**src/rtl/jtdsp16_rom_cache_if.sv**
```systemverilog
// Bus bundle between the DSP core / external ROM side and the program-memory
// fetch cache. The cache is the slave; the core and ROM controller drive the
// master side.
interface jtdsp16_rom_cache_if #(
   parameter int DW = 16
);
   logic          cen;       // core clock enable request
   logic          flush;     // invalidate every cache entry
   logic [15:0]   addr;      // program counter
   logic [DW-1:0] dout;      // instruction word for addr
   logic          core_cen;  // gated core clock enable
   logic          stall;     // miss pending
   logic          ext_cs;    // external ROM request
   logic [15:0]   ext_addr;  // external ROM address
   logic [DW-1:0] ext_data;  // external ROM data
   logic          ext_ok;    // external data valid, held until ext_cs drops

   modport slave (
      input  cen, flush, addr, ext_data, ext_ok,
      output dout, core_cen, stall, ext_cs, ext_addr
   );

   modport master (
      output cen, flush, addr, ext_data, ext_ok,
      input  dout, core_cen, stall, ext_cs, ext_addr
   );
endinterface

```
**src/rtl/jtdsp16_rom_cache.sv**
```systemverilog
// Direct-mapped instruction cache in front of a variable-latency program ROM.
// Hits are served combinationally; a miss withholds the core clock enable
// while a single-word fill is fetched through the ext_* handshake.
module jtdsp16_rom_cache #(
   parameter int AW = 4,
   parameter int DW = 16
) (
   input  logic                 clk,
   input  logic                 rstn,
   jtdsp16_rom_cache_if.slave   bus
);
   localparam int N  = 1 << AW;
   localparam int TW = 16 - AW;

   typedef enum logic { IDLE = 1'b0, WAIT = 1'b1 } state_t;

   state_t         state_reg, state_next;
   logic           ext_cs_reg, ext_cs_next;
   logic [15:0]    ext_addr_reg, ext_addr_next;
   logic           flush_latch_reg, flush_latch_next;
   logic [N-1:0]   valid_reg, valid_next;

   // Data and tag storage carry no reset; only the valid bits matter after reset
   logic [DW-1:0]  data_mem [N];
   logic [TW-1:0]  tag_mem  [N];

   logic [AW-1:0]  idx;
   logic [TW-1:0]  addr_tag;
   logic [AW-1:0]  fill_idx;
   logic           hit;
   logic           fill_done;
   logic           fill_valid;

   assign idx      = bus.addr[AW-1:0];
   assign addr_tag = bus.addr[15:AW];
   assign fill_idx = ext_addr_reg[AW-1:0];

   // Lookup is combinational so a hit costs no extra cycle
   assign hit = valid_reg[idx] && (tag_mem[idx] == addr_tag);

   assign bus.dout     = hit ? data_mem[idx] : '0;
   assign bus.stall    = !hit || (state_reg != IDLE);
   assign bus.core_cen = bus.cen && !bus.stall;
   assign bus.ext_cs   = ext_cs_reg;
   assign bus.ext_addr = ext_addr_reg;

   // Next-state logic: launch a fill on a miss, retire it when ext_ok arrives
   always_comb begin
      state_next       = state_reg;
      ext_cs_next      = ext_cs_reg;
      ext_addr_next    = ext_addr_reg;
      flush_latch_next = flush_latch_reg;
      fill_done        = 1'b0;
      case (state_reg)
         IDLE: begin
            flush_latch_next = 1'b0;
            if (!hit) begin
               ext_addr_next = bus.addr;
               ext_cs_next   = 1'b1;
               state_next    = WAIT;
            end
         end
         WAIT: begin
            if (bus.ext_ok) begin
               fill_done        = 1'b1;
               ext_cs_next      = 1'b0;
               flush_latch_next = 1'b0;
               state_next       = IDLE;
            end else if (bus.flush) begin
               // Remember the flush so the in-flight word is not marked valid
               flush_latch_next = 1'b1;
            end
         end
         default: begin
            state_next  = IDLE;
            ext_cs_next = 1'b0;
         end
      endcase
   end

   // A fill that overlaps a flush completes its handshake but stays invalid
   assign fill_valid = fill_done && !bus.flush && !flush_latch_reg;

   generate
      for (genvar gi = 0; gi < N; gi++) begin : g_valid
         assign valid_next[gi] = bus.flush ? 1'b0 :
                                 (fill_valid && fill_idx == AW'(gi)) ? 1'b1 :
                                 valid_reg[gi];
      end
   endgenerate

   // Control registers; reset aborts any pending request immediately
   always_ff @(posedge clk or negedge rstn) begin
      if (!rstn) begin
         state_reg       <= IDLE;
         ext_cs_reg      <= 1'b0;
         ext_addr_reg    <= 16'h0000;
         flush_latch_reg <= 1'b0;
         valid_reg       <= '0;
      end else begin
         state_reg       <= state_next;
         ext_cs_reg      <= ext_cs_next;
         ext_addr_reg    <= ext_addr_next;
         flush_latch_reg <= flush_latch_next;
         valid_reg       <= valid_next;
      end
   end

   // Fill write into the data and tag arrays (direct-mapped overwrite)
   always_ff @(posedge clk) begin
      if (fill_done) begin
         data_mem[fill_idx] <= bus.ext_data;
         tag_mem[fill_idx]  <= ext_addr_reg[15:AW];
      end
   end
endmodule

```
**src/flat_wrapper.sv**
```systemverilog
// flat-port wrapper written by rule: the top's interface ports become plain ports
module jtdsp16_rom_cache_flat 
#(
   parameter int AW = 4,
   parameter int DW = 16
)
  (clk, rstn, bus_cen, bus_flush, bus_addr, bus_ext_data, bus_ext_ok, bus_dout, bus_core_cen, bus_stall, bus_ext_cs, bus_ext_addr);
  jtdsp16_rom_cache_if #(.DW(DW)) bus_i ();
  input  logic clk;
  input  logic rstn;
  input wire logic [$bits(bus_i.cen)-1:0] bus_cen;
  input wire logic [$bits(bus_i.flush)-1:0] bus_flush;
  input wire logic [$bits(bus_i.addr)-1:0] bus_addr;
  input wire logic [$bits(bus_i.ext_data)-1:0] bus_ext_data;
  input wire logic [$bits(bus_i.ext_ok)-1:0] bus_ext_ok;
  output wire logic [$bits(bus_i.dout)-1:0] bus_dout;
  output wire logic [$bits(bus_i.core_cen)-1:0] bus_core_cen;
  output wire logic [$bits(bus_i.stall)-1:0] bus_stall;
  output wire logic [$bits(bus_i.ext_cs)-1:0] bus_ext_cs;
  output wire logic [$bits(bus_i.ext_addr)-1:0] bus_ext_addr;
  assign bus_i.cen = bus_cen;
  assign bus_i.flush = bus_flush;
  assign bus_i.addr = bus_addr;
  assign bus_i.ext_data = bus_ext_data;
  assign bus_i.ext_ok = bus_ext_ok;
  assign bus_dout = bus_i.dout;
  assign bus_core_cen = bus_i.core_cen;
  assign bus_stall = bus_i.stall;
  assign bus_ext_cs = bus_i.ext_cs;
  assign bus_ext_addr = bus_i.ext_addr;
  jtdsp16_rom_cache #(.AW(AW), .DW(DW)) u_core (.clk(clk), .rstn(rstn), .bus(bus_i));
endmodule
```
**config.mk**
```make
export PLATFORM = sky130hd
export DESIGN_NAME = jtdsp16_rom_cache_flat
export DESIGN_NICKNAME = d
export VERILOG_FILES = /design/src/rtl/jtdsp16_rom_cache_if.sv /design/src/rtl/jtdsp16_rom_cache.sv /design/src/flat_wrapper.sv
export SDC_FILE = /design/constraint.sdc
export NUM_CORES = 1
export LEC_CHECK = 0
export CAP_MARGIN = 10
export CORE_MARGIN = 5
export CORE_UTILIZATION = 40
export CTS_BUF_LIST = sky130_fd_sc_hd__clkbuf_4 sky130_fd_sc_hd__clkbuf_8 sky130_fd_sc_hd__clkbuf_16
export DETAILED_ROUTE_END_ITERATION = 8
export GPL_TIMING_DRIVEN = 0
export HOLD_SLACK_MARGIN = 0.03
export PLACE_DENSITY = 0.54
export SYNTH_ARGS = -nofsm -noshare
export SYNTH_HDL_FRONTEND = slang
export SYNTH_SLANG_ARGS = --single-unit
```
**constraint.sdc**
```tcl
create_clock -name clk -period 5.43 [get_ports clk]
set_input_delay 1.086 -clock clk [delete_from_list [all_inputs] [get_ports clk]]
set_output_delay 1.086 -clock clk [all_outputs]
set_load 0.02 [all_outputs]
```
Yosys cells after proc, flatten, opt, wreduce, memory -nomap -nowiden
Memories as Yosys holds them, arrays and structs flattened.
Cells that the tools add are included.
{"block": "op_classes", "order_cmp": 1, "eq_ne": 19, "mux": 48, "bitwise_logic": 2, "reduce_logical": 44}
{"op": "two-way mux 1 bit", "n": 43}
{"op": "== test 4 bit (second input constant)", "n": 8}
{"op": "nonzero test 2 bit", "n": 16}
{"op": "logical AND 1 bit", "n": 20}
{"op": "== test 4 x 3 -> 1 bit (second input constant)", "n": 4}
{"op": "two-way mux 16 bit", "n": 1}
{"op": "== test 12 bit", "n": 1}
{"op": "== test 4 x 2 -> 1 bit (second input constant)", "n": 2}
{"op": "case mux 1 bit (2 select lines)", "n": 3}
{"op": "less-than comparator 4 x 5 -> 1 bit (second input constant)", "n": 1}
{"op": "binary-select mux 1 bit (select 4 bit)", "n": 1}
{"op": "== test 4 x 1 -> 1 bit (second input constant)", "n": 1}
{"op": "logical NOT 1 bit", "n": 4}
{"op": "logical NOT 4 bit", "n": 1}
{"op": "!= test 2 bit (second input constant)", "n": 2}
{"op": "AND reduction 2 bit", "n": 2}
{"op": "!= test 3 bit (second input constant)", "n": 1}
{"op": "inverter 1 bit", "n": 2}
{"op": "logical OR 1 bit", "n": 1}
{"block": "word_totals", "regBits": 35, "ram_bits": 448, "inputBits": 37, "out_inout_bits": 35, "word_cells": 136, "memories": 2}
{"name": "u_core.data_mem", "words": 16, "width": 16, "read_ports": 1, "rd_ports_with_merged_regs": 0, "write_ports": 1, "line": "jtdsp16_rom_cache.sv:24", "rtl": "logic [DW-1:0] data_mem [N];"}
{"name": "u_core.tag_mem", "words": 16, "width": 12, "read_ports": 1, "rd_ports_with_merged_regs": 0, "write_ports": 1, "line": "jtdsp16_rom_cache.sv:25", "rtl": "logic [TW-1:0] tag_mem [N];"}

Depth between registers and ports, before layout
Gate-level depths: netlist of run 1.
{"block": "logic_depth", "depth_word": 7, "ltp_mapped": 11, "mapped_depth_nobuf": 7}

Least setup slack after synthesis of run 1
Ideal clock, no wire load.
{"block": "synth_path", "kind": "input port to output port", "startpoint": "input bus_addr[0]", "endpoint": "output bus_dout[0]", "arrival_time_ps": 3577, "required_ps": 4344, "slack_ps": 767, "stages": 9, "path_buffers": 6, "cell_sequence": "buf_6 > buf_2 > buf_2 > buf_2 > buf_2 > buf_2 > mux4_2 > mux4_2 > nor2b_1"}
{"block": "synth_between", "elab_chain_cells": 4, "word_cells_on_any_way": 7, "classes_between": "1 x eq/ne; 3 x mux; 1 x reduce/logical; 2 x memory"}
{"item": "start: declaration", "line": "flat_wrapper.sv:13", "rtl": "input wire logic [$bits(bus_i.addr)-1:0] bus_addr;"}
{"item": "memory read (16 x 12 bit) or binary-select mux 1 bit (select 4 bit) (tied branches)"}
{"item": "== test 12 bit or two-way mux 1 bit (tied branches)", "line": "jtdsp16_rom_cache.sv:39", "rtl": "assign hit = valid_reg[idx] && (tag_mem[idx] == addr_tag);"}
{"item": "logical AND 1 bit", "line": "jtdsp16_rom_cache.sv:39"}
{"item": "two-way mux 16 bit *", "line": "jtdsp16_rom_cache.sv:41", "rtl": "assign bus.dout = hit ? data_mem[idx] : '0;"}
{"item": "end: declaration", "line": "flat_wrapper.sv:16", "rtl": "output wire logic [$bits(bus_i.dout)-1:0] bus_dout;"}
Mark *: on every way between the ends. The rest lies on a longest branch, timed or not. The select of a mux whose other input is x is not followed.

Worst setup path in the final report of run 1
{"block": "layout_path", "startpoint": "input bus_addr[1]", "endpoint": "output bus_dout[11]"}
The elaborated chain is that of the path after synthesis.

==> results of run 1 <==
[metrics by stage]
step / cell area (um^2) / setup TNS [ns] / util [%]
CTS: 23200 / 0 / 48.6
global placement: 20600 / -313.61 / 43.3
global route: 23200 / 0 / 48.7
detailed placement: 21200 / -20.82 / 44.5
floorplan: 19200 / 0 / -
finish: 23200 / 0 / 48.7
[layout by cell type (no fill, tap or decap), types with 5 or more instances in the layout]
cell,instances
clkbuf_1,6
mux2i_1,36
bufinv_16,10
edfxtp_1,448
clkinv_1,7
nor2_1,10
buf_6,29
nor2_4,12
xor2_1,10
mux4_2,118
clkbuf_4,17
clkbuf_16,52
nor3b_1,5
mux2_4,10
clkbuf_2,7
nor2b_1,20
o22ai_1,18
buf_4,10
buf_2,8
o21ai_0,5
clkdlybuf4s50_1,60
dfrtp_1,35
nand2_1,9
nand2b_1,11
mux2_2,17
inv_1,18
buf_12,12
nor3_2,5
[power by group]
| group | total (W) | internal (W) | switching [W] |
|---|---|---|---|
| sequential | 0.00430 | 0.00422 | 0.0000854 |
| clock | 0.00377 | 0.00236 | 0.00141 |
| combinational | 0.000621 | 0.000271 | 0.000350 |
| total | 0.00869 | 0.00684 | 0.00185 |
[cell families after synthesis]
family,Yosys count,synth area share [%]
xor gates and xnor gates,13,0.593
and+or+nand+nor,105,3.30
AOI/OAI and AO/OA,48,1.96
buffers and inverters,67,1.88
DFF,483,74.6
muxes,182,17.6
[worst max-delay path: cells and delay by family]
family	cells	cell delay [ns]
buf+inv	6	2.11
mux	2	0.87
simple gates	1	0.15
[area by class of cell]
cell class / count / area share [%]
buffer: 48 / 1.59
clock buffer: 70 / 6.30
clock inverter: 24 / 1.64
inverter: 19 / 0.308
multi-input combinational: 348 / 20.0
sequential: 483 / 61.8
tap: 615 / 3.32
timing repair buffer: 98 / 5.01
[what timing repair did]
item / 4_1_cts / 5_1_grt
setup endpoints to repair: 18 / 18
pin swaps: 2 / 0
hold endpoints to repair: 0 / 0
gates resized for setup: 34 / 10
setup buffers: 3 / 0
[path summary, 6_finish.rpt]
check                                     start                 endpoint  slack [ns]  depth (start not counted)
setup / recovery                    bus_addr[1]             bus_dout[11]        0.09                          9
hold reg to reg             u_core.valid_reg[3]      u_core.valid_reg[3]        0.54                          2
min in group clk            u_core.valid_reg[3]      u_core.valid_reg[3]        0.54                          2
hold / removal                             rstn  u_core.bus.ext_addr[15]        0.42                          1
setup reg to reg           u_core.tag_mem[0][9]   u_core.bus.ext_addr[2]        2.21                         10
max in group asynchronous                  rstn   u_core.bus.ext_addr[2]        4.53                          2
[per-layer routing]
metal / vias up / part of all wire [%] / routed length, um / GRT usage, %
li1: 4032 / - / - / -
met1: 5086 / 43 / 20300 / 25.0
met2: 255 / 51 / 24100 / 30.6
met3: 79 / 4.7 / 2230 / 2.87
met4: 6 / 2.0 / 929 / 4.74
met5: - / 0.071 / 34 / 0
==> results.yml, run 1 <==
synth:
  yosys_warnings: 0
  synth_most_common_cell: "edfxtp_1"
  synth-edff-count: 448
  syn_avg_cell_area_um2: 21.4
  seq_area_frac_synth_pct: 74.6
  mappedNetlistArea_um2: 19200
  async_flop_share_pct: 7.25
  ys_seq_elements: 483
  yosys-top-cells-area: "edfxtp_1 (70%), mux4_2 (14%), dfrtp_1 (4.6%), mux2i_1 (1.9%), mux2_2 (1.0%)"
  synth_cell_types: 58
  synth_top_area_share_pct: 70.1
  synthTopCellsByCount: "edfxtp_1 (448), mux4_2 (118), mux2i_1 (36)"
  synthFlopType: "edfxtp_1"
  yosysTopAreaCell: "edfxtp_1"
  synth_cells: 898
  synth_nets: 935
critical_path:
  cp_cell_sequence: "buf_6, buf_4, buf_2, clkbuf_2, clkbuf_2, mux4_2, mux4_2, nor2b_1, clkdlybuf4s50_1"
  crit_slowest_cell: "clkdlybuf4s50_1"
  crit_path_start_kind: "input port"
  cp-end-kind: "output pin"
  worst-endpoint-required_ns: 4.34
  max_stage_delay_ns: 0.53
  cp.arrival_ns: 4.25
  critPathKind: "input port to output pin"
  worst-path-max-fanout: 10
global_route:
  grt-ovfl-total: 0
  grt_pass1_vias: 9717
  grt.total_usage_pct: 18.2
  grt_pass1_wl_um: 69400
  grt_max_degree: 26
  antenna_found_initial: 3
worst_hold_path:
  hp-class: "input port to async pin"
clocking:
  cts_max_level: 2
  cts-buffers-inserted: 51
  clk_root_buffer_cell: "clkbuf_16"
  clock_latency_ns: 0.59
  cts_tree: "yes"
  clock-sinks: 483
  path_clk_slew_ns: 0.07
  clock_path_buffers: 3
  cts_hold_buf: 0
sta:
  layout_setup_ws_ns: 0.0947
  relSlewSlack_pct: 39.3
  hold_viol: 0
  min_period_ns: 5.34
  finalSetupViolCount: 0
  max_clock_freq_mhz: 187
  finalClockSkew_ns: 0.0138
  whs_ns: 0.420
  grt_setup_unrepaired: "no"
  slew_violations: 0
  tightest_slew_ns: 0.906
  min_period_over_period_pct: 98.3
floorplan:
  die_area_um2: 52500
  fp.dieW_um: 229
  rows: 80
  ios: 72
  core_um2: 47600
  start_util_pct: 40.3
  die_h_um: 229
placement:
  io_buffers: 66
  place_congestion: 0.749
  pre_cts_slack_ns: -1.26
  dp_hpwl_um: 30500
  placedCellCount: 1608
layout:
  area_growth_pct: 20.8
  finalNetCount: 1086
  largest_register_ff_count: 256
  antenna_cells: 0
  instances_no_fill: 1705
  num-fill-cells: 3924
  multi_input_area_um2: 4650
  regArea_um2: 14300
  drive_gt1_share_pct: 31.3
  regMostFlops: "u_core.data_mem"
  top_regs: "u_core.data_mem (256), u_core.tag_mem (192)"
detailed_routing:
  wire_per_inst_um: 27.9
  vias_per_cell: 5.55
  dr.pass1.iters: 5
  ant_nets: 0
  drtIter0Drc: 866
  vias: 9458
  routed_wl_um: 47600
  drc: 0
pwr:
  powerDensity_nw_per_um2: 375
  ir_drop_mv: 0.258
  p_leak_nw: 7.65
  total_power_w: 0.00869
flow_run:
  maxCapViolations: 0
status:
  status: "completed"
No activity file was read; power rests on OpenSTA's default activity.
==> run 2, diff against run 1 <==
CTS_BUF_LIST = sky130_fd_sc_hd__clkbuf_8   (was sky130_fd_sc_hd__clkbuf_4 sky130_fd_sc_hd__clkbuf_8 sky130_fd_sc_hd__clkbuf_16)
==> run 2 against run 1 <==
  * Critical path depth unchanged
  * Combinational power about the same
  * Final cell count up 2.6%
  * Total power shrank 11%
  * Sequential share of layout area increased by 1.3 points
  * Setup slack better by 0.0095 ns
  * Maximum frequency up 0.18%
  * Largest cell class unchanged
  * Cell area shrank 2.0%
  * First-iteration DRC count grew 5.2%
==> results.yml, run 2 (synthesis results as in run 1) <==
floorplan:
  die_area_um2: 52500
  ios: 72
  die_h_um: 229
  start_util_pct: 40.3
  rows: 80
  core_um2: 47600
  fp.dieW_um: 229
pwr:
  ir_drop_mv: 0.178
  total_power_w: 0.00774
  p_leak_nw: 7.52
  powerDensity_nw_per_um2: 340
detailed_routing:
  dr.pass1.iters: 5
  routed_wl_um: 48100
  drc: 0
  wire_per_inst_um: 27.5
  ant_nets: 0
  drtIter0Drc: 911
  vias_per_cell: 5.46
  vias: 9551
critical_path:
  crit_family: "buffers and inverters"
  worst-path-max-fanout: 10
  cp.arrival_ns: 4.24
  cp_num_buf_inv: 6
  crit_path_start_kind: "input port"
  crit_slowest_cell: "clkdlybuf4s50_1"
  worst-endpoint-required_ns: 4.34
  max_stage_delay_ns: 0.54
  critPathKind: "input port to output pin"
  cp_cell_sequence: "buf_6, buf_4, buf_2, clkbuf_2, clkbuf_2, mux4_2, mux4_2, nor2b_1, clkdlybuf4s50_1"
  cp-end-kind: "output pin"
sta:
  layout_setup_ws_ns: 0.104
  slew_violations: 0
  finalClockSkew_ns: 0.0152
  relSlewSlack_pct: 39.0
  min_period_over_period_pct: 98.1
  min_period_ns: 5.33
  max_clock_freq_mhz: 188
  finalSetupViolCount: 0
  hold_viol: 0
  tightest_slew_ns: 0.910
  grt_setup_unrepaired: "no"
layout:
  layout_common_cells: "edfxtp_1 (448), mux4_2 (118), clkbuf_8 (83)"
  area_growth_pct: 18.3
  utilization_pct: 47.7
  drive_gt1_share_pct: 30.7
  top_regs: "u_core.data_mem (256), u_core.tag_mem (192)"
  final_common_cell: "edfxtp_1"
  antenna_cells: 0
  regMostFlops: "u_core.data_mem"
  finalNetCount: 1113
  largest_register_ff_count: 256
  final_area_um2: 22700
clocking:
  clock_latency_ns: 0.63
  path_clk_slew_ns: 0.06
  cts-buffers-inserted: 78
  clock_path_buffers: 3
  clk_root_buffer_cell: "clkbuf_8"
  cts_max_level: 3
  cts_tree: "yes"
  clock-sinks: 483
placement:
  placed_area_um2: 21200
  dp_hpwl_um: 30500
  place_congestion: 0.749
  pre_cts_slack_ns: -1.26
  io_buffers: 66
global_route:
  grt_max_degree: 26
  grt_pass1_wl_um: 69600
  grt_pass1_vias: 9946
  grt.total_usage_pct: 18.3
  antenna_found_initial: 3
  grt-ovfl-total: 0
worst_hold_path:
  hp-class: "input port to async pin"
status:
  status: "completed"
flow_run:
  maxCapViolations: 0
## run 2: cell count changes in the layout (fill, tap and decap cells not counted), sizes merged
cell	delta
dlymetal6s2s	-1
bufinv	-10
clkbuf	+13
clkinv	+12
clkdlybuf4s50	+1
clkinvlp	+2
inv	+28
## run 2: worst register-to-register path: cells and delay by family (launching register included)
family | cells | cell delay, ns
simple gates | 4 | 0.77
compound gates | 2 | 0.98
mux | 1 | 0.35
buf+inv | 3 | 0.64
flops | 1 | 0.35
## run 2: layout make-up
type,instances,area [um^2]
Fill cell,4036,24900
Sequential cell,483,14300
Multi-Input combinational cell,348,4650
Timing Repair Buffer,98,1160
Clock buffer,83,1140
Tap cell,615,769
Buffer,48,369
Clock inverter,56,235
Inverter,19,71.3
## run 2: path summary, 6_finish.rpt
kind / from / end / slack [ns] / cells past startpoint
setup / recovery: bus_addr[1] / bus_dout[13] / 0.10 / 9
hold / removal: rstn / u_core.bus.ext_addr[8] / 0.38 / 1
setup reg to reg: u_core.tag_mem[0][9] / u_core.bus.ext_addr[2] / 2.21 / 10
hold reg to reg: u_core.valid_reg[3] / u_core.valid_reg[3] / 0.54 / 2
max in group asynchronous: rstn / u_core.bus.ext_addr[11] / 4.56 / 2
min in group clk: u_core.valid_reg[3] / u_core.valid_reg[3] / 0.54 / 2
## run 2: power breakdown
part	switching [W]	internal, W	leakage [nW]
clock	0.00140	0.00141	0.805
sequential	0.0000855	0.00422	4.48
combinational	0.000351	0.000271	2.24
## run 2: what timing repair did
action,4_1_cts,5_1_grt
setup endpoints to repair,18,18
resized for setup,33,11
hold buffers,0,0
setup buffers,3,0
hold endpoints to repair,0,0
pin swaps,2,0
## run 2: per-layer routing
metal | global-route usage [%] | wire length [um] | vias to the layer above
met5 | 0 | 34 | -
met3 | 4.05 | 2350 | 68
met2 | 30.7 | 24400 | 249
li1 | - | - | 4100
met4 | 3.89 | 689 | 6
met1 | 24.8 | 20600 | 5128
## run 2: metrics by stage
stage	TNS (ns)	hold slack [ns]	std cells
3_3_place_gp	-313.61	0.526	1579
2_1_floorplan	0	0.513	898
3_5_place_dp	-20.82	0.530	1608
5_1_grt	0	0.360	1750
4_1_cts	0	0.351	1750
6_report	0	0.384	1750
==> run 3, diff against run 2 <==
GPL_TIMING_DRIVEN = unset   (was 0)
SLEW_MARGIN = 10   (was unset)
==> run 3 against run 2 <==
  * Cell area fell by 0.99%
  * Largest cell class unchanged
  * Critical endpoint is now bus_stall
  * Critical path type unchanged
  * Die area is the same
  * Core utilization down 0.47 points
  * Maximum frequency is 0.63% higher
  * First-iteration DRC count is 20% lower
==> results.yml, run 3 (synthesis results as in run 1) <==
layout:
  final_common_cell: "edfxtp_1"
  antenna_cells: 0
  multi_input_area_um2: 4640
  regMostFlops: "u_core.data_mem"
  layout_common_cells: "edfxtp_1 (448), mux4_2 (118), clkbuf_8 (88)"
  largest_register_ff_count: 256
  num-fill-cells: 4013
  regArea_um2: 14300
  instances_no_fill: 1737
  finalNetCount: 1093
  area_growth_pct: 17.2
  top_regs: "u_core.data_mem (256), u_core.tag_mem (192)"
  drive_gt1_share_pct: 29.4
  utilization_pct: 47.2
floorplan:
  die_area_um2: 52500
  start_util_pct: 40.3
  core_um2: 47600
  ios: 72
  rows: 80
  die_h_um: 229
  fp.dieW_um: 229
detailed_routing:
  dr.pass1.iters: 5
  dr.max_layer_used: "met5"
  ant_nets: 0
  drtIter0Drc: 733
  drc: 0
  vias: 9369
  met1_length_um: 20600
  wl_met2_um: 22200
  met3_wirelength_um: 1970
  wire_per_inst_um: 26.2
  routed_wl_um: 45500
  vias_per_cell: 5.39
clocking:
  cts_hold_buf: 0
  clk_root_buffer_cell: "clkbuf_8"
  clock_path_buffers: 3
  clock-sinks: 483
  cts_max_level: 3
  cts_tree: "yes"
  clock_latency_ns: 0.65
  path_clk_slew_ns: 0.06
  cts-buffers-inserted: 83
sta:
  whs_ns: 0.537
  finalSetupViolCount: 0
  hold_viol: 0
  tightest_slew_ns: 1.03
  grt_setup_unrepaired: "no"
  max_clock_freq_mhz: 189
  layout_setup_ws_ns: 0.138
  relSlewSlack_pct: 31.4
  slew_violations: 0
  min_period_over_period_pct: 97.5
  finalClockSkew_ns: 0.0273
  min_period_ns: 5.29
global_route:
  grt_max_degree: 44
  grt.total_usage_pct: 17.3
  grt_pass1_vias: 9928
  grt-ovfl-total: 0
  grt_pass1_wl_um: 67200
  antenna_found_initial: 1
pwr:
  powerDensity_nw_per_um2: 351
  total_power_w: 0.00790
  p_leak_nw: 7.65
  ir_drop_mv: 0.210
  p_comb_share_pct: 7.3
  power.share.clock_pct: 38.0
  internal_power_w: 0.00601
  seqPwrFrac_pct: 54.6
  p_sw_w: 0.00188
  p_sw_share_pct: 23.8
flow_run:
  maxCapViolations: 0
critical_path:
  cp.arrival_ns: 4.21
  crit_slowest_cell: "clkdlybuf4s50_1"
  worst-path-max-fanout: 23
  critPathKind: "input port to output pin"
  cp_cell_sequence: "clkdlybuf4s50_1, buf_12, buf_4, nor2b_1, a221o_1, a2111oi_0, a2111o_1, nor2_1, nand4_2, buf_12, or2_1, clkdlybuf4s50_1"
  max_stage_delay_ns: 0.59
  crit_family: "buffers and inverters"
  worst-endpoint-required_ns: 4.34
  crit_path_start_kind: "input port"
  cp-end-kind: "output pin"
  cp_num_buf_inv: 5
status:
  status: "completed"
placement:
  placedCellCount: 1585
  place_congestion: 0.751
  pre_cts_slack_ns: -0.0828
  io_buffers: 71
  dp_hpwl_um: 25400
worst_hold_path:
  hp-class: "register to register"
-- run 3: tightest hold or removal path: stages (launching register included) --
cell	delay [ns]
dfrtp_1	0.37
inv_1	0.05
o22ai_1	0.07
-- run 3: layout make-up --
class                           count  share of cell area [%]
Clock buffer                       87                    5.32
Clock inverter                     64                    1.38
Inverter                           19                   0.317
Multi-Input combinational cell    348                    20.6
Sequential cell                   483                    63.7
Tap cell                          615                    3.42
Timing Repair Buffer              121                    5.27
-- run 3: repair_timing --
item                                    CTS  global route
endpoints found under the setup margin   12            13
setup buffers                             1             0
gates resized for setup                   1            18
pin swaps                                 1             0
-- run 3: power by group through the flow --
stage	combinational [W]	sequential, W	clock (W)
floorplan	0.000325	0.00437	0
global placement	0.000586	0.00439	0
detailed placement	0.000587	0.00439	0
CTS	0.000591	0.00432	0.00309
global route	0.000620	0.00433	0.00326
finish	0.000579	0.00432	0.00300
-- run 3: metrics by stage --
stage          instance area (um^2)  setup TNS (ns)
2_1_floorplan                 19200               0
3_3_place_gp                  20900          -0.146
3_5_place_dp                  20900          -0.463
4_1_cts                       22400               0
5_1_grt                       22500               0
6_report                      22500               0
-- run 3: metal layers --
layer	vias up	track usage (%)
met3	64	3.80
met2	226	27.7
met4	2	4.49
met5	-	0
li1	4053	-
met1	5024	24.5
-- run 3: final timing paths --
path,end,slack (ns),cells after the start,start
max in group asynchronous,u_core.bus.ext_addr[14],4.24,1,rstn
min in group asynchronous,u_core.valid_reg[0],0.58,1,rstn
max,bus_stall,0.14,12,bus_addr[3]
min,u_core.valid_reg[0],0.54,2,u_core.valid_reg[0]
max reg2reg,u_core.bus.ext_addr[13],2.34,7,u_core.tag_mem[14][2]
min reg2reg,u_core.valid_reg[0],0.54,2,u_core.valid_reg[0]
